--- src/rtl/intr_arbiter_if.sv ---
// Interrupt arbiter bus: source lines, masks and CPU claim/EOI handshake.
// The master side is the system/CPU; the slave side is the arbiter.
interface intr_arbiter_if #(
    parameter int NUM_SRC = 16
);
    logic [NUM_SRC-1:0] irq_src;
    logic [NUM_SRC-1:0] en_mask;
    logic [7:0]         thresh;
    logic               cpu_ack;
    logic               cpu_eoi;
    logic               irq_req;
    logic [7:0]         irq_id;
    logic [7:0]         irq_prio;
    logic               in_service;
    logic [7:0]         svc_id;
    logic [NUM_SRC-1:0] pending;

    modport master (
        output irq_src, en_mask, thresh, cpu_ack, cpu_eoi,
        input  irq_req, irq_id, irq_prio, in_service, svc_id, pending
    );

    modport slave (
        input  irq_src, en_mask, thresh, cpu_ack, cpu_eoi,
        output irq_req, irq_id, irq_prio, in_service, svc_id, pending
    );
endinterface

--- src/rtl/intr_arbiter.sv ---
// Edge-triggered interrupt arbiter: per-source pending cells, registered
// lowest-index arbitration, and an IDLE/REQ/SERVICE claim FSM.
module intr_src_cell (
    input  logic clk,
    input  logic rst,
    input  logic src,
    input  logic clr,
    output logic pend
);
    logic src_q;

    // src_q resets to 0 so a line held high through reset reads as a new edge.
    always_ff @(posedge clk) begin
        if (rst) begin
            src_q <= 1'b0;
            pend  <= 1'b0;
        end else begin
            src_q <= src;
            pend  <= (pend & ~clr) | (src & ~src_q);
        end
    end
endmodule

module intr_arbiter #(
    parameter int NUM_SRC = 16
) (
    input  logic           clk,
    input  logic           rst,
    intr_arbiter_if.slave  bus
);
    typedef enum logic [1:0] {IDLE, REQ, SERVICE} state_t;

    state_t             state, state_nxt;
    logic [NUM_SRC-1:0] pend, elig, clr;
    logic               best_valid, best_valid_c;
    logic [7:0]         best_id, best_id_c;
    logic [7:0]         irq_id_q, irq_prio_q, svc_id_q;
    logic               best_live, cur_en;
    logic               ack_clr, latch_req, latch_svc;

    for (genvar i = 0; i < NUM_SRC; i++) begin : g_src
        intr_src_cell u_cell (
            .clk  (clk),
            .rst  (rst),
            .src  (bus.irq_src[i]),
            .clr  (clr[i]),
            .pend (pend[i])
        );
        assign clr[i] = ack_clr && (irq_id_q == 8'(i));
    end

    assign elig = pend & bus.en_mask;

    always_comb begin
        best_valid_c = 1'b0;
        best_id_c    = 8'd0;
        for (int i = NUM_SRC - 1; i >= 0; i--) begin
            if (elig[i]) begin
                best_valid_c = 1'b1;
                best_id_c    = 8'(i);
            end
        end
    end

    // The registered winner may be stale; recheck it against live pending/mask.
    always_comb begin
        best_live = 1'b0;
        cur_en    = 1'b0;
        for (int i = 0; i < NUM_SRC; i++) begin
            if (best_id == 8'(i))
                best_live = pend[i] & bus.en_mask[i];
            if (irq_id_q == 8'(i))
                cur_en = bus.en_mask[i];
        end
    end

    always_comb begin
        state_nxt = state;
        ack_clr   = 1'b0;
        latch_req = 1'b0;
        latch_svc = 1'b0;
        case (state)
            IDLE: begin
                if (best_valid && best_live && ((8'd255 - best_id) > bus.thresh)) begin
                    state_nxt = REQ;
                    latch_req = 1'b1;
                end
            end
            REQ: begin
                if (bus.cpu_ack) begin
                    state_nxt = SERVICE;
                    ack_clr   = 1'b1;
                    latch_svc = 1'b1;
                end else if (!cur_en || (irq_prio_q <= bus.thresh)) begin
                    state_nxt = IDLE;
                end
            end
            SERVICE: begin
                if (bus.cpu_eoi)
                    state_nxt = IDLE;
            end
            default: state_nxt = IDLE;
        endcase
    end

    always_ff @(posedge clk) begin
        if (rst) begin
            state      <= IDLE;
            best_valid <= 1'b0;
            best_id    <= 8'd0;
            irq_id_q   <= 8'd0;
            irq_prio_q <= 8'd0;
            svc_id_q   <= 8'd0;
        end else begin
            state      <= state_nxt;
            best_valid <= best_valid_c;
            best_id    <= best_id_c;
            if (latch_req) begin
                irq_id_q   <= best_id;
                irq_prio_q <= 8'd255 - best_id;
            end
            if (latch_svc)
                svc_id_q <= irq_id_q;
        end
    end

    assign bus.irq_req    = (state == REQ);
    assign bus.in_service = (state == SERVICE);
    assign bus.irq_id     = irq_id_q;
    assign bus.irq_prio   = irq_prio_q;
    assign bus.svc_id     = svc_id_q;
    assign bus.pending    = pend;
endmodule

--- src/flat_wrapper.sv ---
// flat-port wrapper written by rule: the top's interface ports become plain ports
module intr_arbiter_flat 
#(
    parameter int NUM_SRC = 16
)
  (clk, rst, bus_irq_src, bus_en_mask, bus_thresh, bus_cpu_ack, bus_cpu_eoi, bus_irq_req, bus_irq_id, bus_irq_prio, bus_in_service, bus_svc_id, bus_pending);
  intr_arbiter_if #(.NUM_SRC(NUM_SRC)) bus_i ();
  input  logic clk;
  input  logic rst;
  input wire logic [$bits(bus_i.irq_src)-1:0] bus_irq_src;
  input wire logic [$bits(bus_i.en_mask)-1:0] bus_en_mask;
  input wire logic [$bits(bus_i.thresh)-1:0] bus_thresh;
  input wire logic [$bits(bus_i.cpu_ack)-1:0] bus_cpu_ack;
  input wire logic [$bits(bus_i.cpu_eoi)-1:0] bus_cpu_eoi;
  output wire logic [$bits(bus_i.irq_req)-1:0] bus_irq_req;
  output wire logic [$bits(bus_i.irq_id)-1:0] bus_irq_id;
  output wire logic [$bits(bus_i.irq_prio)-1:0] bus_irq_prio;
  output wire logic [$bits(bus_i.in_service)-1:0] bus_in_service;
  output wire logic [$bits(bus_i.svc_id)-1:0] bus_svc_id;
  output wire logic [$bits(bus_i.pending)-1:0] bus_pending;
  assign bus_i.irq_src = bus_irq_src;
  assign bus_i.en_mask = bus_en_mask;
  assign bus_i.thresh = bus_thresh;
  assign bus_i.cpu_ack = bus_cpu_ack;
  assign bus_i.cpu_eoi = bus_cpu_eoi;
  assign bus_irq_req = bus_i.irq_req;
  assign bus_irq_id = bus_i.irq_id;
  assign bus_irq_prio = bus_i.irq_prio;
  assign bus_in_service = bus_i.in_service;
  assign bus_svc_id = bus_i.svc_id;
  assign bus_pending = bus_i.pending;
  intr_arbiter #(.NUM_SRC(NUM_SRC)) u_core (.clk(clk), .rst(rst), .bus(bus_i));
endmodule
--- config.mk ---
export PLATFORM = sky130hd
export DESIGN_NAME = intr_arbiter_flat
export DESIGN_NICKNAME = d
export VERILOG_FILES = /design/src/rtl/intr_arbiter_if.sv /design/src/rtl/intr_arbiter.sv /design/src/flat_wrapper.sv
export SDC_FILE = /design/constraint.sdc
export NUM_CORES = 1
export LEC_CHECK = 0
export CAP_MARGIN = 25
export CORE_MARGIN = 2
export CORE_UTILIZATION = 48
export CTS_BUF_LIST = sky130_fd_sc_hd__clkbuf_2
export CTS_CLUSTER_DIAMETER = 150
export CTS_CLUSTER_SIZE = 16
export DETAILED_ROUTE_END_ITERATION = 8
export HOLD_SLACK_MARGIN = 0.1
export PLACE_DENSITY_LB_ADDON = 0.25
export RECOVER_POWER = 50
export SYNTH_ARGS = -nofsm -noshare
export SYNTH_HDL_FRONTEND = slang
export SYNTH_SLANG_ARGS = --single-unit
--- constraint.sdc ---
create_clock -name clk -period 3.6 [get_ports clk]
set_input_delay 0.54 -clock clk [delete_from_list [all_inputs] [get_ports clk]]
set_output_delay 0.54 -clock clk [all_outputs]
set_load 0.005 [all_outputs]
==> flow_summary.toml <==
[clock_tree]
cts_resized = 0
clk_pin_slew_worst_paths_ns = 0.28
clock_path_buffers = 2
cts_buffers = 5
cts_tree = "yes"
htreeDepth = 2
hold_buffers = 0
cts-root-buf = "clkbuf_2"
clk_latency_ns = 0.45
clock-sinks = 52
cts_setup_buffers = 0

[worst_setup_path]
setup.worst_path.start_class = "flop"
criticalPathCategory = "flop to output port"
path_max_fanout = 9
worstSetupEndpointType = "output port"
reg2reg_from = "u_core.best_id[2]$_SDFF_PP0_"
crit_arrival_ns = 1.94
worstPathCellList = "nor2b_1 > clkdlybuf4s50_1"
r2r-end = "u_core.bus.irq_prio[3]$_SDFFE_PP0P_"
cp.required_ns = 3.06
cp-endpoint = "bus_irq_req"
slowest_delay_ns = 0.60
crit_start = "u_core.state[0]$_SDFFE_PP0P_"
r2r_cells = 8
r2r_setup_slack_ns = 1.23
crit_slowest_cell = "clkdlybuf4s50_1"

[yosys]
yosys-top-cells-area = "dfxtp_1, buf_4, a21oi_1, ha_1, nor2b_1"
synth_most_common_cell = "dfxtp_1"
ys_ff_latch = 52
yosysUniqueCellTypes = 53
syn_inst = 359
synth-edff-count = 0
ys_seq_area_frac = 0.354
yosysTopAreaCell = "dfxtp_1"
syn_area_sq_um = 2940
synth_commonest_cells = "dfxtp_1, a21oi_1, nand2_1"
synth_top_area_frac = 0.354
avgSynthCellArea_sq_um = 8.18
async_flop_share = 0
yosys_warnings = 0
synthFlopType = "dfxtp_1"

[power]
leakagePower_uw = 0.00139
power-per-cell-area_nw_per_um2 = 370
total_power_uw = 1340
peakVddDrop_mv = 0.194

[placed_design]
dp_slack_ns = 1.01
place.gp.congestion = 0.937
io_buffer_count = 77
placedCellCount = 479
hpwl_um = 5830

[sta]
clock_skew_ns = 0.0268
setup_viol = 0
hold_ws_ns = 0.473
setup_ws_ns = 1.12
max_slew_margin = 0.270
layout_worst_path_cycle_share = 0.688
layout_min_cycle_time_ns = 2.48
rsz0062_at_grt = "false"
slew_viol_final = 0
fin_tns_setup_ns = 0
final-hold-violation-count = 0
worst_slew_pin_slew_ns = 1.10
timing.fmax_mhz = 404

[drt]
wl_per_cell_um = 15.5
via_count = 2745
wirelength_um = 7530
drc = 0
drt_iter0_markers = 218
ant_nets = 0
first_pass_iters = 5
avgViaCountPerCell = 5.64

[floorplanning]
rows = 28
initial_core_util = 0.496
fp.dieH_um = 82.2
io-pin-count = 86
die_x_um = 82.2
core_sq_um = 5920
die-area_sq_um = 6760

[finish]
nets = 467
areaGrowthSynthToFinish_pct = 23.5
drive_gt1_frac = 0.0437
final_cells = 487
antenna_cells = 0

[grt]
grt_max_degree = 26
grt_pass1_vias = 2466
antenna_found_initial = 0
grt_usage = 0.230
grt_overflow = 0
grt_pass1_wl_um = 11900

[status]
status = "complete, no violations"

[min_path]
min_path_type = "flop to flop"

[run]
cap_violations = 0
[worst min-delay path by stage]
stage                                           start                                 to  slack (ns)  depth (start not counted)
finish              u_core.bus.svc_id[1]$_SDFFE_PP0P_  u_core.bus.svc_id[1]$_SDFFE_PP0P_        0.47                          2
global route        u_core.bus.svc_id[0]$_SDFFE_PP0P_  u_core.bus.svc_id[0]$_SDFFE_PP0P_        0.50                          2
CTS                 u_core.bus.svc_id[1]$_SDFFE_PP0P_  u_core.bus.svc_id[1]$_SDFFE_PP0P_        0.48                          2
detailed placement  u_core.bus.svc_id[1]$_SDFFE_PP0P_  u_core.bus.svc_id[1]$_SDFFE_PP0P_        0.45                          2
global placement    u_core.bus.svc_id[0]$_SDFFE_PP0P_  u_core.bus.svc_id[0]$_SDFFE_PP0P_        0.45                          2
floorplan           u_core.bus.svc_id[0]$_SDFFE_PP0P_  u_core.bus.svc_id[0]$_SDFFE_PP0P_        0.45                          2
[per-stage QoR]
step	instance area (sq um)	utilization
global placement	3570	0.603
CTS	3640	0.614
finish	3630	0.613
detailed placement	3570	0.603
global route	3630	0.613
floorplan	2960	-
[power by group]
| part | total, uW | leakage (uW) | internal (uW) | switching [uW] |
|---|---|---|---|---|
| logic | 362 | 0.000914 | 190 | 171 |
| clock network | 306 | 0.0000406 | 116 | 189 |
| registers | 674 | 0.000430 | 619 | 55.9 |
[critical path, delay by kind of cell, from the launching register on]
kind,cells,cell delay (ns)
simple gates,1,0.47
buf+inv,1,0.60
flops,1,0.41
[area by class of cell]
cell class,count,area [sq um]
clock buffer,5,25.0
clock inverter,3,42.5
fill,553,2290
inverter,13,48.8
multi-input combinational,260,1600
sequential,52,1040
tap,75,93.8
timing repair buffer,79,778
[cells by family after synthesis]
logic type | Yosys count | synth area share
compound gates | 104 | 0.222
fa+ha+maj | 12 | 0.0511
buf+inv | 54 | 0.110
flops | 52 | 0.354
mux | 6 | 0.0251
other cells | 1 | 0.00128
simple gates | 130 | 0.236
[layer usage]
layer / GRT usage / share of wire / vias to the layer above / wire, um
met4: 0.0733 / 0.019 / 0 / 142
met5: 0 / 0 / - / 0
met2: 0.355 / 0.46 / 110 / 3470
met3: 0.0598 / 0.062 / 16 / 466
li1: - / - / 1332 / -
met1: 0.312 / 0.46 / 1287 / 3450
[layout by cell type, fill, tap and decap left out, types with 2 or more instances in the layout]
master / synthesis / layout
dlygate4sd3_1: 0 / 10
ha_1: 12 / 12
nand4b_1: 2 / 2
o21ai_1: 6 / 6
or3_1: 2 / 2
nand2b_1: 21 / 21
nor2_1: 12 / 12
o21ai_0: 25 / 25
nor2b_1: 22 / 22
dfxtp_1: 52 / 52
clkbuf_2: 0 / 5
and4_1: 2 / 2
conb_1: 1 / 8
inv_1: 13 / 13
a21oi_1: 39 / 39
o22ai_1: 3 / 3
a22o_1: 3 / 3
nor4_1: 2 / 2
nand3b_1: 2 / 2
clkbuf_1: 7 / 2
nand2_1: 35 / 35
nand4_1: 5 / 5
a21o_1: 2 / 2
mux2i_1: 4 / 4
nand3_1: 15 / 15
nor3b_1: 2 / 2
a211oi_2: 3 / 3
a31oi_1: 7 / 7
clkdlybuf4s50_1: 0 / 67
nor3_1: 2 / 2
o211ai_1: 3 / 3
[registers in the layout (all words and copies together) (netlist names)]
name / flops
u_core.best_id: 4
u_core.best_valid: 1
u_core.bus.irq_id: 4
u_core.bus.irq_prio: 5
u_core.bus.svc_id: 4
u_core.g_src.u_cell.pend: 16
u_core.g_src.u_cell.src_q: 16
u_core.state: 2
Power figures use the tool's default switching activity.
